File: src/rtl/memory_access.sv
// Memory-access pipeline stage: takes the execute stage's registered
// outputs, runs loads/stores on a ready/valid data bus, flags misaligned
// accesses and formats load data before handing results to writeback.
//
// Bus handshake: mem_req rises on the clock edge after a memory operation
// is accepted. mem_req, mem_we, mem_addr, mem_wdata and mem_wstrb then stay
// unchanged until a cycle in which mem_ready is high. That cycle completes
// the transfer, and mem_rdata is sampled in the same cycle. The bus may
// assert mem_ready in the first cycle mem_req is high. mem_ready is ignored
// while no request is outstanding.
module memory_access (
    input  logic        clk,
    input  logic        reset,
    input  logic [31:0] pc_in,
    output logic [31:0] pc_out,
    input  logic [31:0] next_pc_in,
    output logic [31:0] next_pc_out,
    input  logic [31:0] alu_data_in,
    output logic [31:0] alu_data_out,
    input  logic [31:0] csr_data_in,
    output logic [31:0] csr_data_out,
    input  logic [31:0] rs2_data_in,
    input  logic        load_in,
    input  logic        store_in,
    input  logic [1:0]  load_store_size_in,
    input  logic        load_signed_in,
    input  logic        bypass_memory_in,
    input  logic [1:0]  write_select_in,
    output logic [1:0]  write_select_out,
    input  logic [4:0]  rd_address_in,
    output logic [4:0]  rd_address_out,
    input  logic [11:0] csr_address_in,
    output logic [11:0] csr_address_out,
    input  logic        csr_write_in,
    output logic        csr_write_out,
    input  logic        mret_in,
    output logic        mret_out,
    input  logic        wfi_in,
    output logic        wfi_out,
    input  logic        valid_in,
    output logic        valid_out,
    input  logic [3:0]  ecause_in,
    output logic [3:0]  ecause_out,
    input  logic        exception_in,
    output logic        exception_out,
    input  logic        stall,
    input  logic        invalidate,
    output logic        mem_busy,
    output logic        mem_req,
    output logic        mem_we,
    output logic [31:0] mem_addr,
    output logic [31:0] mem_wdata,
    output logic [3:0]  mem_wstrb,
    input  logic        mem_ready,
    input  logic [31:0] mem_rdata,
    output logic [31:0] load_data_out,
    output logic        debug_state
);

    typedef enum logic {
        IDLE   = 1'b0,
        ACCESS = 1'b1
    } state_t;

    state_t      state;
    logic        killed;

    logic        mem_op;
    logic        misaligned;
    logic        start;
    logic        capture;
    logic [31:0] shifted;
    logic [31:0] load_fmt;
    logic [3:0]  strobe;
    logic [31:0] wdata_rep;

    assign debug_state = state;

    // Decode the request, the handshake stall and the pass-through capture
    // enable.
    always_comb begin
        mem_op     = valid_in & ~exception_in & ~bypass_memory_in & (load_in | store_in);
        misaligned = ((load_store_size_in == 2'b01) & alu_data_in[0]) |
                     ((load_store_size_in == 2'b10) & (alu_data_in[1:0] != 2'b00));
        start      = (state == IDLE) & mem_op & ~misaligned & ~stall & ~invalidate;
        mem_busy   = start | ((state == ACCESS) & ~mem_ready);
        capture    = ((state == IDLE) & ~start & ~stall) | ((state == ACCESS) & mem_ready);
    end

    // Byte strobes and store data replicated across all lanes.
    always_comb begin
        strobe    = 4'b1111;
        wdata_rep = rs2_data_in;
        case (load_store_size_in)
            2'b00: begin
                strobe    = 4'b0001 << alu_data_in[1:0];
                wdata_rep = {4{rs2_data_in[7:0]}};
            end
            2'b01: begin
                strobe    = 4'b0011 << alu_data_in[1:0];
                wdata_rep = {2{rs2_data_in[15:0]}};
            end
            default: begin
                strobe    = 4'b1111;
                wdata_rep = rs2_data_in;
            end
        endcase
    end

    // Load formatting: select the addressed lane, then sign- or zero-extend.
    always_comb begin
        shifted  = mem_rdata >> {alu_data_in[1:0], 3'b000};
        load_fmt = shifted;
        case (load_store_size_in)
            2'b00:   load_fmt = load_signed_in ? {{24{shifted[7]}}, shifted[7:0]}
                                               : {24'b0, shifted[7:0]};
            2'b01:   load_fmt = load_signed_in ? {{16{shifted[15]}}, shifted[15:0]}
                                               : {16'b0, shifted[15:0]};
            default: load_fmt = shifted;
        endcase
    end

    // Pass-through pipeline registers. They are captured when the stage
    // retires an instruction, and otherwise hold.
    always_ff @(posedge clk or posedge reset) begin
        if (reset) begin
            pc_out           <= 32'b0;
            next_pc_out      <= 32'b0;
            alu_data_out     <= 32'b0;
            csr_data_out     <= 32'b0;
            write_select_out <= 2'b0;
            rd_address_out   <= 5'b0;
            csr_address_out  <= 12'b0;
            csr_write_out    <= 1'b0;
            mret_out         <= 1'b0;
            wfi_out          <= 1'b0;
        end else if (capture) begin
            pc_out           <= pc_in;
            next_pc_out      <= next_pc_in;
            alu_data_out     <= alu_data_in;
            csr_data_out     <= csr_data_in;
            write_select_out <= write_select_in;
            rd_address_out   <= rd_address_in;
            csr_address_out  <= csr_address_in;
            csr_write_out    <= csr_write_in;
            mret_out         <= mret_in;
            wfi_out          <= wfi_in;
        end
    end

    // Access FSM: this block owns the bus outputs, valid/exception and load data.
    always_ff @(posedge clk or posedge reset) begin
        if (reset) begin
            state         <= IDLE;
            killed        <= 1'b0;
            mem_req       <= 1'b0;
            mem_we        <= 1'b0;
            mem_addr      <= 32'b0;
            mem_wdata     <= 32'b0;
            mem_wstrb     <= 4'b0;
            valid_out     <= 1'b0;
            ecause_out    <= 4'b0;
            exception_out <= 1'b0;
            load_data_out <= 32'b0;
        end else begin
            case (state)
                IDLE: begin
                    killed <= 1'b0;
                    if (start) begin
                        mem_req   <= 1'b1;
                        mem_we    <= store_in;
                        mem_addr  <= {alu_data_in[31:2], 2'b00};
                        mem_wdata <= wdata_rep;
                        mem_wstrb <= strobe;
                        valid_out <= 1'b0;
                        state     <= ACCESS;
                    end else if (!stall) begin
                        valid_out <= valid_in & ~invalidate;
                        if (mem_op & misaligned) begin
                            exception_out <= 1'b1;
                            ecause_out    <= load_in ? 4'd4 : 4'd6;
                        end else begin
                            exception_out <= exception_in;
                            ecause_out    <= ecause_in;
                        end
                    end
                end
                ACCESS: begin
                    if (mem_ready) begin
                        mem_req       <= 1'b0;
                        state         <= IDLE;
                        killed        <= 1'b0;
                        valid_out     <= ~killed & ~invalidate;
                        exception_out <= 1'b0;
                        ecause_out    <= ecause_in;
                        load_data_out <= load_fmt;
                    end else if (invalidate) begin
                        // The transfer cannot be aborted. Its result is
                        // dropped when it completes.
                        killed <= 1'b1;
                    end
                end
                default: state <= IDLE;
            endcase
        end
    end

endmodule

File: config.mk
export PLATFORM = sky130hd
export DESIGN_NAME = memory_access
export DESIGN_NICKNAME = d
export VERILOG_FILES = /design/src/rtl/memory_access.sv
export SDC_FILE = /design/constraint.sdc
export NUM_CORES = 1
export LEC_CHECK = 0
export CAP_MARGIN = 20
export CORE_AREA = 2 2 192 194
export DETAILED_ROUTE_END_ITERATION = 10
export DIE_AREA = 0 0 194 196
export PLACE_DENSITY_LB_ADDON = 0.25
export SYNTH_ARGS = -nofsm -noshare
export SYNTH_HDL_FRONTEND = slang
export SYNTH_SLANG_ARGS = --single-unit
File: constraint.sdc
create_clock -name clk -period 23.1 [get_ports clk]
set_input_delay 6.93 -clock clk [delete_from_list [all_inputs] [get_ports clk]]
set_output_delay 6.93 -clock clk [all_outputs]
set_load 0.02 [all_outputs]
==> results.cfg, run 1 <==
[critical_path]
crit-reg2reg-capture = pc_out[2]
r2r-start = debug_state
r2r_cells = 5
critPathArrivalTime_ns = 9.48
worst_path_required_ns = 16.17
critPathCapture = mem_busy
start_kind = input pin
timing.setup.critical_path_class = input pin to output port
regToRegSetupSlack_ns = 20.05
critPathLaunch = load_store_size_in[0]
setup.worst_path.end_class = output port
critical_path_peak_fanout = 16

[clocking]
cts.path.max_buffers = 3
cts.reportedPaths.clkPinSlew_ns = 0.06
postCtsHoldBufs = 0
tritoncts = yes
cts.root.buffer_cell = sky130_fd_sc_hd__clkbuf_16
cts_sinks = 258
clock_latency_ns = 0.55
cts-buffers-inserted = 29
postCtsSetupRepairBufs = 0
clock_tree.htree_level_count = 1
cts_resized = 0

[drt]
route.antenna.remaining_nets = 0
dr_total_vias = 7923
route.detailed.drc = 0
via_per_inst = 4.51
drt-total-wl_um = 33900
dr.pass1.iters = 4
route.detailed.wl_per_inst_um = 19.3
detail_route.iter0.violations = 309

[sta]
max_slew_margin_pct = 29.9
report.final.slew_viol_count = 0
timing.clock.skew_ns = 0.0169
tns_ns = 0
grt_setup_unrepaired = false
final-setup-viol-count = 0
post-route-period-util_pct = 71.1
hold_ws_ns = 0.476
final-hold-violation-count = 0
timing_worst_slew_pin_value_ns = 1.05
final_period_minus_worst_setup_slack_ns = 16.41
finalWorstSetupSlack_ns = 6.69
maxClockFrequency_mhz = 60.9

[worst_hold_path]
worst_hold_path.num_cells = 2
worst_hold_path_type = flop to flop

[synth]
async_reset_ff_share_pct = 100
synth_sequential_area_ratio_pct = 61.1
syn-mean-instance-area_um2 = 13.5
post_synthesis_cell_area_um2 = 10600
ys_seq_elements = 258
count_of_flip_flops_with_a_built_in_enable_after_synthesis = 0
yosysWarnings = 0
netlist_instances = 784
synth_flop_cell = sky130_fd_sc_hd__dfrtp_1
synthDistinctLibCells = 35

[global_routing]
grt_antenna_before_repair = 5
grt_first_pass_wirelength_um = 51500
first_global_vias = 8359
grt_util_all_layers_pct = 17.3
grt_overflow = 0
maximum_number_of_pins_on_one_net_before_global_route_repair = 122

[layout]
layout_commonest_cell = sky130_fd_sc_hd__clkdlybuf4s50_1
mostFrequentLayoutCells = sky130_fd_sc_hd__clkdlybuf4s50_1 (487), sky130_fd_sc_hd__dfrtp_1 (258), sky130_fd_sc_hd__mux2_1 (147)
ratio_of_cells_with_drive_above_1_in_the_final_layout_pct = 9.41
finalNetCount = 1494
layout-area-overhead-vs-synth_pct = 59.2

[power]
power-per-cell-area_nw_per_um2 = 87.0
total_switching_power_mw = 0.449
power.combinational.fraction_pct = 30.0
vdd.ir_drop.worst_mv = 0.0621
power.share.clock_pct = 30.7
power_leakage_nw = 7.10
power.internal_mw = 1.01
power.sequential.fraction_pct = 39.2
power.share.switching_pct = 30.7
total_power_mw = 1.46

[die]
design.portCount = 491
core_area_um2 = 36100
floorplan.die_area_um2 = 38000
num_rows = 70
horiz_die_dim_um = 194
die_y_um = 196
start_util_pct = 29.3

[run]
max_cap_viol_count = 0

[placed_design]
placement.setup.worst_slack_ns = 6.68
place.gp.congestion = 0.813
place_hpwl_um = 25100
port-buffer-count = 488

[status]
status = finished, final reports clean
[synthesized netlist by cell type, types with 2 or more instances]
| cell type | number | area share [%] |
|---|---|---|
| sky130_fd_sc_hd__clkbuf_1 | 23 | 0.82 |
| sky130_fd_sc_hd__nand2b_1 | 6 | 0.36 |
| sky130_fd_sc_hd__mux4_2 | 2 | 0.43 |
| sky130_fd_sc_hd__and2_1 | 2 | 0.12 |
| sky130_fd_sc_hd__o21ai_0 | 35 | 1.7 |
| sky130_fd_sc_hd__buf_4 | 18 | 1.3 |
| sky130_fd_sc_hd__nand2_1 | 69 | 2.5 |
| sky130_fd_sc_hd__buf_2 | 8 | 0.38 |
| sky130_fd_sc_hd__nor3_1 | 2 | 0.095 |
| sky130_fd_sc_hd__mux2_1 | 147 | 16 |
| sky130_fd_sc_hd__inv_1 | 5 | 0.18 |
| sky130_fd_sc_hd__o211ai_1 | 8 | 0.57 |
| sky130_fd_sc_hd__mux2i_1 | 42 | 4.0 |
| sky130_fd_sc_hd__dfrtp_1 | 258 | 61 |
| sky130_fd_sc_hd__nor2b_1 | 2 | 0.12 |
| sky130_fd_sc_hd__nor2_1 | 44 | 1.6 |
| sky130_fd_sc_hd__o22a_1 | 8 | 0.66 |
| sky130_fd_sc_hd__a21oi_1 | 28 | 1.3 |
| sky130_fd_sc_hd__buf_1 | 2 | 0.071 |
| sky130_fd_sc_hd__mux2_2 | 53 | 5.6 |
| sky130_fd_sc_hd__o21a_1 | 7 | 0.50 |
| sky130_fd_sc_hd__nor3b_1 | 2 | 0.14 |
[kinds of logic (layout without fill, tap and decap cells)]
kind of cell | count (synthesis) | after routing | share of synthesized area (%)
mux | 244 | 244 | 25.7
other cells | 1 | 5 | 0.0355
compound gates | 94 | 94 | 5.33
simple gates | 130 | 130 | 5.03
xor+xnor | 1 | 1 | 0.0829
buf+inv | 56 | 557 | 2.72
flops | 258 | 258 | 61.1
[power by group through the flow]
stage               logic (mW)  clock network, mW  registers (mW)
floorplan               0.0955                  0           0.680
global placement         0.444                  0           0.579
detailed placement       0.445                  0           0.582
CTS                      0.447              0.466           0.575
global route             0.465              0.483           0.585
finish                   0.440              0.450           0.574
[registers in the layout, summed over array words and instances, names as in the netlist]
signal and flops:
alu_data_out 32, csr_data_out 32, load_data_out 32, mem_wdata 32, next_pc_out 32, pc_out 32
mem_addr 30, csr_address_out 12, rd_address_out 5, ecause_out 4, mem_wstrb 4, write_select_out 2
csr_write_out 1, debug_state 1, exception_out 1, killed 1, mem_req 1, mem_we 1
mret_out 1, valid_out 1, wfi_out 1
[critical path, stage by stage]
cell and delay, ns:
sky130_fd_sc_hd__clkdlybuf4s50_1 0.48, sky130_fd_sc_hd__buf_4 0.28, sky130_fd_sc_hd__and3b_1 0.21, sky130_fd_sc_hd__a21oi_1 0.50, sky130_fd_sc_hd__o2111ai_4 0.32, sky130_fd_sc_hd__nand2_1 0.12, sky130_fd_sc_hd__clkdlybuf4s50_1 0.64
[metrics by stage]
stage          std cells  cell area, um2  util, %
5_1_grt             1755           16800     46.6
3_3_place_gp        1700           15900     44.0
4_1_cts             1754           16800     46.6
6_report            1757           16800     46.6
2_1_floorplan        785           10600        -
3_5_place_dp        1700           15900     44.0
[how the worst min path moves through the flow]
| stage | from | endpoint | slack [ns] |
|---|---|---|---|
| 6_report | load_data_out[3] | load_data_out[3] | 0.48 |
| 3_3_place_gp | load_data_out[6] | load_data_out[6] | 0.46 |
| 4_1_cts | load_data_out[3] | load_data_out[3] | 0.48 |
| 3_5_place_dp | load_data_out[3] | load_data_out[3] | 0.47 |
| 2_1_floorplan | killed | killed | 0.44 |
| 5_1_grt | csr_data_out[6] | csr_data_out[6] | 0.50 |
[layer usage]
layer	wire length, um	up-vias	track usage, %	part of all wire [%]
li1	-	3696	-	-
met1	13500	3847	21.0	40
met2	16500	316	29.2	49
met3	2770	60	5.54	8.2
met4	1150	4	6.00	3.4
met5	23	-	0	0.068
[area by class of cell]
cell class / instances / area [um2]
Sequential cell: 258 / 6460
Antenna cell: 3 / 7.51
Multi-Input combinational cell: 471 / 3850
Clock buffer: 41 / 861
Timing Repair Buffer: 498 / 4950
Inverter: 5 / 26.3
Tap cell: 468 / 586
Fill cell: 3314 / 19300
Clock inverter: 13 / 80.1
Power figures use the tool's default switching activity.
==> inputs of run 2 (changes only) <==
--- a/config.mk
+++ b/config.mk
@@ -6,9 +6,9 @@
 export NUM_CORES = 1
 export LEC_CHECK = 0
 export CAP_MARGIN = 20
-export CORE_AREA = 2 2 192 194
+export CORE_AREA = 2 2 193 195
 export DETAILED_ROUTE_END_ITERATION = 10
-export DIE_AREA = 0 0 194 196
+export DIE_AREA = 0 0 195 197
 export PLACE_DENSITY_LB_ADDON = 0.25
 export SYNTH_ARGS = -nofsm -noshare
 export SYNTH_HDL_FRONTEND = slang
==> constraint.sdc (replaced) <==
create_clock -name clk -period 16.5 [get_ports clk]
set_input_delay 4.95 -clock clk [delete_from_list [all_inputs] [get_ports clk]]
set_output_delay 4.95 -clock clk [all_outputs]
set_load 0.02 [all_outputs]
==> results.cfg, run 2 (synthesized netlist as in run 1, its figures left out) <==
[layout]
final_core_utilization_pct = 46.5
layout-area-overhead-vs-synth_pct = 59.5
multi_input_area_um2 = 3850
ratio_of_cells_with_drive_above_1_in_the_final_layout_pct = 8.85
layout_commonest_cell = sky130_fd_sc_hd__clkdlybuf4s50_1
mostFrequentLayoutCells = sky130_fd_sc_hd__clkdlybuf4s50_1 (487), sky130_fd_sc_hd__dfrtp_1 (258), sky130_fd_sc_hd__mux2_1 (147)
seqCellArea_um2 = 6460
finalNetCount = 1498
n_fill_cell = 3323

[die]
floorplan.die_area_um2 = 38400
design.portCount = 491
core_area_um2 = 36300
horiz_die_dim_um = 195
die_y_um = 197
start_util_pct = 29.1
num_rows = 70

[clocking]
cts_resized = 0
cts-buffers-inserted = 30
cts.path.max_buffers = 3
postCtsSetupRepairBufs = 0
cts.reportedPaths.clkPinSlew_ns = 0.06
tritoncts = yes
cts_sinks = 258
clock_latency_ns = 0.56
cts.root.buffer_cell = sky130_fd_sc_hd__clkbuf_16
clock_tree.htree_level_count = 1
postCtsHoldBufs = 0

[sta]
timing.clock.skew_ns = 0.0106
grt_setup_unrepaired = false
timing_worst_slew_pin_value_ns = 1.03
hold_ws_ns = 0.472
max_slew_margin_pct = 31.1
maxClockFrequency_mhz = 79.6
final-setup-viol-count = 0
post-route-period-util_pct = 76.1
final_period_minus_worst_setup_slack_ns = 12.56
report.final.slew_viol_count = 0
final-hold-violation-count = 0
tns_ns = 0

[drt]
route.detailed.wl_per_inst_um = 19.6
route.antenna.remaining_nets = 0
dr.pass1.iters = 4
detail_route.iter0.violations = 177
via_per_inst = 4.52
dr_total_vias = 7944
drt-total-wl_um = 34500
route.detailed.drc = 0

[global_routing]
maximum_number_of_pins_on_one_net_before_global_route_repair = 125
grt_antenna_before_repair = 2
first_global_vias = 8480
grt_first_pass_wirelength_um = 52200
grt_overflow = 0
grt_util_all_layers_pct = 17.6

[critical_path]
timing.critical_path.slowest_stage_cell = sky130_fd_sc_hd__clkdlybuf4s50_1
start_kind = input pin
timing.critical_path.cells = clkdlybuf4s50_1 -> buf_4 -> and3b_1 -> a21oi_1 -> o2111ai_4 -> buf_4 -> nand2_1 -> clkdlybuf4s50_1
critical_path_buf_inv_count = 4
cp_top_family = buffers and inverters
worst_path_required_ns = 11.55
setup.worst_path.end_class = output port
critical_path_peak_fanout = 46
delay_of_the_slowest_critical_path_stage_ns = 0.61
timing.setup.critical_path_class = input pin to output port
critPathArrivalTime_ns = 7.61

[power]
power.sequential.fraction_pct = 39.3
vdd.ir_drop.worst_mv = 0.0796
power.share.switching_pct = 30.2
power.combinational.fraction_pct = 30.3
power.internal_mw = 1.43
power_leakage_nw = 7.11
power-per-cell-area_nw_per_um2 = 121
total_power_mw = 2.04
total_switching_power_mw = 0.618
power.share.clock_pct = 30.4

[placed_design]
place.gp.congestion = 0.820
port-buffer-count = 488
place_hpwl_um = 25600

[run]
max_cap_viol_count = 0

[status]
status = finished, final reports clean

[worst_hold_path]
worst_hold_path_type = flop to flop
[run 2: changes by cell type in the layout (fill, tap and decap cells not counted), moves of 2 or more]
cell | previous run | this run
sky130_fd_sc_hd__clkbuf_8 | 9 | 5
sky130_fd_sc_hd__clkbuf_16 | 29 | 31
sky130_fd_sc_hd__clkinvlp_4 | 3 | 1
sky130_fd_sc_hd__clkbuf_1 | 3 | 12
sky130_fd_sc_hd__buf_16 | 0 | 2
sky130_fd_sc_hd__clkinv_2 | 8 | 4
[run 2: layer usage]
layer	up-vias	GRT usage, %	part of all wire, %
li1	3699	-	-
met1	3877	20.3	38
met2	311	30.7	50
met3	57	5.89	8.4
met4	0	6.05	3.2
met5	-	0	0
[run 2: tightest hold or removal path: stages (launching register included)]
cell	delay, ns
sky130_fd_sc_hd__dfrtp_1	0.34
sky130_fd_sc_hd__nand2_1	0.05
sky130_fd_sc_hd__nand2_1	0.05
[run 2: power groups by stage]
| stage | clock, mW | sequential [mW] | combinational [mW] |
|---|---|---|---|
| after floorplan | 0 | 0.952 | 0.134 |
| after global placement | 0 | 0.810 | 0.624 |
| after detailed placement | 0 | 0.815 | 0.625 |
| after CTS | 0.643 | 0.805 | 0.628 |
| after global routing | 0.667 | 0.820 | 0.655 |
| final | 0.621 | 0.803 | 0.619 |
[run 2: through the flow]
step           setup WS [ns]  std cells  cell area (um2)
2_1_floorplan           4.45        785            10600
3_5_place_dp            3.94       1701            15900
4_1_cts                 3.94       1754            16800
3_3_place_gp            3.93       1701            15900
6_report                3.94       1758            16900
5_1_grt                 3.83       1758            16900
[run 2: final timing paths]
| path | start | endpoint | slack [ns] | cells after the start |
|---|---|---|---|---|
| max in group asynchronous | reset | ecause_out[3] | 10.14 | 3 |
| setup / recovery | load_store_size_in[0] | mem_busy | 3.94 | 8 |
| hold reg to reg | load_data_out[0] | load_data_out[0] | 0.47 | 2 |
| hold / removal | load_data_out[0] | load_data_out[0] | 0.47 | 2 |
| min in group asynchronous | reset | rd_address_out[2] | 5.00 | 2 |
| setup reg to reg | debug_state | next_pc_out[27] | 13.37 | 5 |
[run 2: final cells by class]
type	count	area share (%)
clock inverters	5	0.163
clock buffers	48	5.28
repair buffers	501	29.8
well taps	468	3.47
flip-flops and latches	258	38.3
multi-input cells	471	22.8
inverters	5	0.156
diodes	2	0.0297
==> inputs of run 3 (changes only) <==
==> constraint.sdc (replaced) <==
create_clock -name clk -period 13.1 [get_ports clk]
set_input_delay 3.93 -clock clk [delete_from_list [all_inputs] [get_ports clk]]
set_output_delay 3.93 -clock clk [all_outputs]
set_load 0.02 [all_outputs]
==> results.cfg, run 3 (synthesized netlist as in run 1, its figures left out) <==
[die]
horiz_die_dim_um = 195
floorplan.die_area_um2 = 38400
core_area_um2 = 36300
start_util_pct = 29.1
die_y_um = 197
num_rows = 70
design.portCount = 491

[clocking]
cts-buffers-inserted = 31
cts.reportedPaths.clkPinSlew_ns = 0.06
clock_tree.htree_level_count = 1
cts_sinks = 258
clock_latency_ns = 0.57
cts.root.buffer_cell = sky130_fd_sc_hd__clkbuf_16
postCtsHoldBufs = 0
cts.path.max_buffers = 3
tritoncts = yes
cts_resized = 0
postCtsSetupRepairBufs = 0

[sta]
grt_setup_unrepaired = false
report.final.slew_viol_count = 0
final-hold-violation-count = 0
final-setup-viol-count = 0
timing_worst_slew_pin_value_ns = 1.10
timing.clock.skew_ns = 0.0181
post-route-period-util_pct = 78.3
tns_ns = 0
final_period_minus_worst_setup_slack_ns = 10.26
maxClockFrequency_mhz = 97.5
max_slew_margin_pct = 27.0

[power]
total_switching_power_mw = 0.786
power.sequential.fraction_pct = 38.2
total_power_mw = 2.65
power_leakage_nw = 7.13
power.share.clock_pct = 32.5
power-per-cell-area_nw_per_um2 = 157
vdd.ir_drop.worst_mv = 0.136
power.combinational.fraction_pct = 29.4
power.share.switching_pct = 29.7
power.internal_mw = 1.86

[worst_hold_path]
worstHoldStart = mem_wdata[19]
worst_hold_path_type = flop to flop
worst_hold_path.endpoint = mem_wdata[19]
worst_hold_path.num_cells = 2

[critical_path]
r2r_cells = 4
timing.setup.critical_path_class = input pin to output port
crit-reg2reg-capture = alu_data_out[0]
critPathArrivalTime_ns = 6.33
critical_path_peak_fanout = 16
r2r-start = debug_state
start_kind = input pin
worst_path_required_ns = 9.17
setup.worst_path.end_class = output port
critPathLaunch = load_store_size_in[0]
regToRegSetupSlack_ns = 10.14

[drt]
dr_total_vias = 7940
drt-total-wl_um = 34400
detail_route.iter0.violations = 230
route.antenna.remaining_nets = 0
route.detailed.drc = 0
route.detailed.wl_per_inst_um = 19.6
dr.pass1.iters = 4
via_per_inst = 4.53

[run]
max_cap_viol_count = 0

[global_routing]
grt_overflow = 0
grt_antenna_before_repair = 2
grt_util_all_layers_pct = 17.6
maximum_number_of_pins_on_one_net_before_global_route_repair = 137
grt_first_pass_wirelength_um = 52100
first_global_vias = 8459

[layout]
multi_input_area_um2 = 3850
final_core_utilization_pct = 46.6
layout_commonest_cell = sky130_fd_sc_hd__clkdlybuf4s50_1
mostFrequentLayoutCells = sky130_fd_sc_hd__clkdlybuf4s50_1 (487), sky130_fd_sc_hd__dfrtp_1 (258), sky130_fd_sc_hd__mux2_1 (147)
seqCellArea_um2 = 6460
ratio_of_cells_with_drive_above_1_in_the_final_layout_pct = 8.96
finalNetCount = 1495
post-route-cell-area_um2 = 16900
n_fill_cell = 3348
layout-area-overhead-vs-synth_pct = 59.9

[placed_design]
placedInstanceArea_um2 = 15900
place_hpwl_um = 25100
port-buffer-count = 488
place.gp.congestion = 0.832

[status]
status = finished, final reports clean
## run 3: metal layers
layer  GRT usage, %  wire, um  part of all wire (%)  up-vias
met5              0         0                     0        -
met4           6.11      1050                   3.0        0
met3           5.72      2880                   8.4       58
met2           30.4     17200                    50      331
met1           20.6     13300                    39     3857
li1               -         -                     -     3694
## run 3: power groups by stage
stage	logic, mW	clock network [mW]	registers, mW
finish	0.777	0.860	1.01
global route	0.822	0.920	1.03
detailed placement	0.788	0	1.03
CTS	0.791	0.891	1.01
floorplan	0.168	0	1.20
global placement	0.785	0	1.02
## run 3: stage by stage
stage | hold WS, ns | std cells | worst slack, ns
6_report | 0.474 | 1754 | 2.84
4_1_cts | 0.484 | 1752 | 2.81
3_3_place_gp | 0.461 | 1699 | 2.84
3_5_place_dp | 0.467 | 1699 | 2.83
5_1_grt | 0.498 | 1754 | 2.68
2_1_floorplan | 0.444 | 785 | 2.07
## run 3: cell type report
cell class,count,area share (%)
inverters,5,0.155
repair buffers,497,29.3
well taps,468,3.47
clock buffers,45,5.32
diodes,2,0.0296
flip-flops and latches,258,38.2
multi-input cells,471,22.8
clock inverters,8,0.696
## run 3: critical path: stages
cell and delay, ns:
sky130_fd_sc_hd__clkdlybuf4s50_1 0.45, sky130_fd_sc_hd__buf_4 0.30, sky130_fd_sc_hd__and3b_1 0.22, sky130_fd_sc_hd__a21oi_1 0.41
sky130_fd_sc_hd__o2111ai_4 0.26, sky130_fd_sc_hd__nand2_1 0.14, sky130_fd_sc_hd__clkdlybuf4s50_1 0.62
## run 3: how the worst max path moves through the flow
| stage | slack (ns) | end | cells past startpoint |
|---|---|---|---|
| floorplan | 2.07 | alu_data_out[0] | 1 |
| global placement | 2.84 | mem_busy | 7 |
| detailed placement | 2.83 | mem_busy | 7 |
| CTS | 2.81 | mem_busy | 7 |
| global route | 2.68 | mem_busy | 7 |
| finish | 2.84 | mem_busy | 7 |
==> patch: new RTL, flow settings as in run 2 <==
Put one more register stage on the output `debug_state`, cleared by the reset. The value now appears one clock later. The other outputs are not delayed to match.
--- a/src/rtl/memory_access.sv
+++ b/src/rtl/memory_access.sv
@@ -75,5 +75,11 @@
     logic [31:0] wdata_rep;
 
-    assign debug_state = state;
+    always_ff @(posedge clk or posedge reset) begin
+        if (reset) begin
+            debug_state <= '0;
+        end else begin
+            debug_state <= state;
+        end
+    end
 
     // Decode the request, the handshake stall and the pass-through capture
Function: changed (Yosys sat finds a counterexample within 4 cycles, from zero or initial values and one cycle with reset high).
==> patch against run 2 <==
- clock skew is 0.013 ns higher
- total power is 2.5% higher
- sequential cell count is 1 higher
- final area is 0.36% higher
- setup slack better by 0.24 ns
- sequential share of layout area hardly changed
- area after synthesis is 0.24% higher
- combinational power is 1% lower
- routed wire length is 0.81% lower
- register-to-register slack better by 0.15 ns
- highest routed layer is now met5
==> patch: results (changes against run 2) <==
Run status
The run finished with clean final reports.

Hold path
The number of instances on the worst hold path is 2 (unchanged). The critical hold path startpoint is mem_wdata[30]. The endpoint of the worst hold path is mem_wdata[30].

Layout
The number of antenna diodes is 0 (-2). The layout cell share with drive strength beyond 1 is 0.0899 (+0.00141). The count of filler cells inserted in the layout is 3319 (-0.12%). The final layout net count is 1499 (+0.067%).

Placed design
The routability-driven placement congestion ratio is 0.794 (-3.2%). The post-DP HPWL came to 25400 um (-0.64%).

STA
The headroom to the max-slew limit is 0.377 (+0.0658). The worst clock skew on the final layout was 0.0236 ns (+0.0130 ns).

Yosys
Yosys attributes the largest share of cell area to dfrtp_1 (61%), mux2_1 (16%), mux2_2 (5.6%). Ranked by instance count, the synthesized netlist is headed by dfrtp_1 (259), mux2_1 (147), nand2_1 (69), mux2_2 (53), nor2_1 (44). The share of the yosys chip area belonging to registers was 0.612 (+0.000919). The number of library cell types mapped by synthesis is 35 (unchanged).

Pwr
The worst IR drop on VDD is 0.0848 mV (+6.6%). The power dissipated by switching net loads is 0.000621 W (+0.55%). The leakage power of the design is 7.15 nW (+0.54%).

Setup path
In this run the critical register-to-register path is captured at next_pc_out[13]. In this run the critical register-to-register path is launched from state. The critical-path maximum fanout came to 16 (-65%). The data arrival time at the worst-slack endpoint came to 7.37 ns (-0.24 ns). The reg2reg setup slack is 13.52 ns (+0.15 ns).

Route
The average wire per standard cell is 19.5 um (-0.81%). The detail-routed via count per cell is 4.50 (-0.42%).

Clock tree
The number of buffers inserted during clock tree synthesis came to 31 (+3.3%). The root buffer cell is clkbuf_16.

Global routing
The number of global-route vias before repair is 8200 (-3.3%). The maximum number of pins on one net before global-route repair is 127 (+1.6%). The initial antenna violation count was 1 (-1).

The wire length of the first global-routing pass is 51300 um (-1.8%). The overall global routing resource usage is 0.173 (-0.00318).
patch: layout make-up:
type                    instances  share of cell area
inverters                       5             0.00155
repair buffers                500               0.294
flip-flops and latches        259               0.383
multi-input cells             471               0.228
well taps                     468              0.0346
clock inverters                 5             0.00466
clock buffers                  50              0.0548
patch: worst max path at each step:
stage                                startpoint              end  slack [ns]  depth (start not counted)
after global placement    load_store_size_in[0]         mem_busy        4.11                          7
after detailed placement  load_store_size_in[0]         mem_busy        4.16                          7
final                     load_store_size_in[0]         mem_busy        4.18                          7
after floorplan                           reset  alu_data_out[0]        4.42                          1
after global routing      load_store_size_in[0]         mem_busy        4.00                          7
after CTS                 load_store_size_in[0]         mem_busy        4.14                          7
patch: worst register-to-register path: stages (launching register included):
cell,delay [ns]
dfrtp_1,0.50
nand2_1,0.40
o31a_2,0.24
buf_4,0.55
buf_4,0.74
mux2_1,0.44
patch: cells by family after synthesis:
group | share of synthesized area
and+or+nand+nor | 0.0502
AOI/OAI and AO/OA | 0.0531
other | 0.000354
muxes | 0.257
DFF | 0.612
xor gates and xnor gates | 0.000827
buffers and inverters | 0.0272
patch: metal layers:
metal / global-route usage / up-vias / part of all wire
met3: 0.0515 / 47 / 0.079
met5: 0 / - / 0.00038
met2: 0.296 / 295 / 0.49
met1: 0.215 / 3867 / 0.40
met4: 0.0427 / 2 / 0.024
li1: - / 3700 / -
patch: power groups by stage:
stage | Sequential (W) | Combinational [W] | Clock [W]
2_1_floorplan | 0.000955 | 0.000134 | 0
3_3_place_gp | 0.000813 | 0.000620 | 0
3_5_place_dp | 0.000818 | 0.000623 | 0
4_1_cts | 0.000808 | 0.000625 | 0.000695
5_1_grt | 0.000822 | 0.000649 | 0.000720
6_report | 0.000807 | 0.000613 | 0.000674
patch: per-stage QoR:
step	std cells	utilization	setup slack (ns)	area, um^2	hold WS, ns
after floorplan	786	-	4.42	10600	0.352
after global placement	1703	0.439	4.11	15900	0.460
after detailed placement	1703	0.439	4.16	15900	0.465
after CTS	1758	0.467	4.14	16900	0.479
after global routing	1758	0.467	4.00	16900	0.486
final	1758	0.467	4.18	16900	0.474
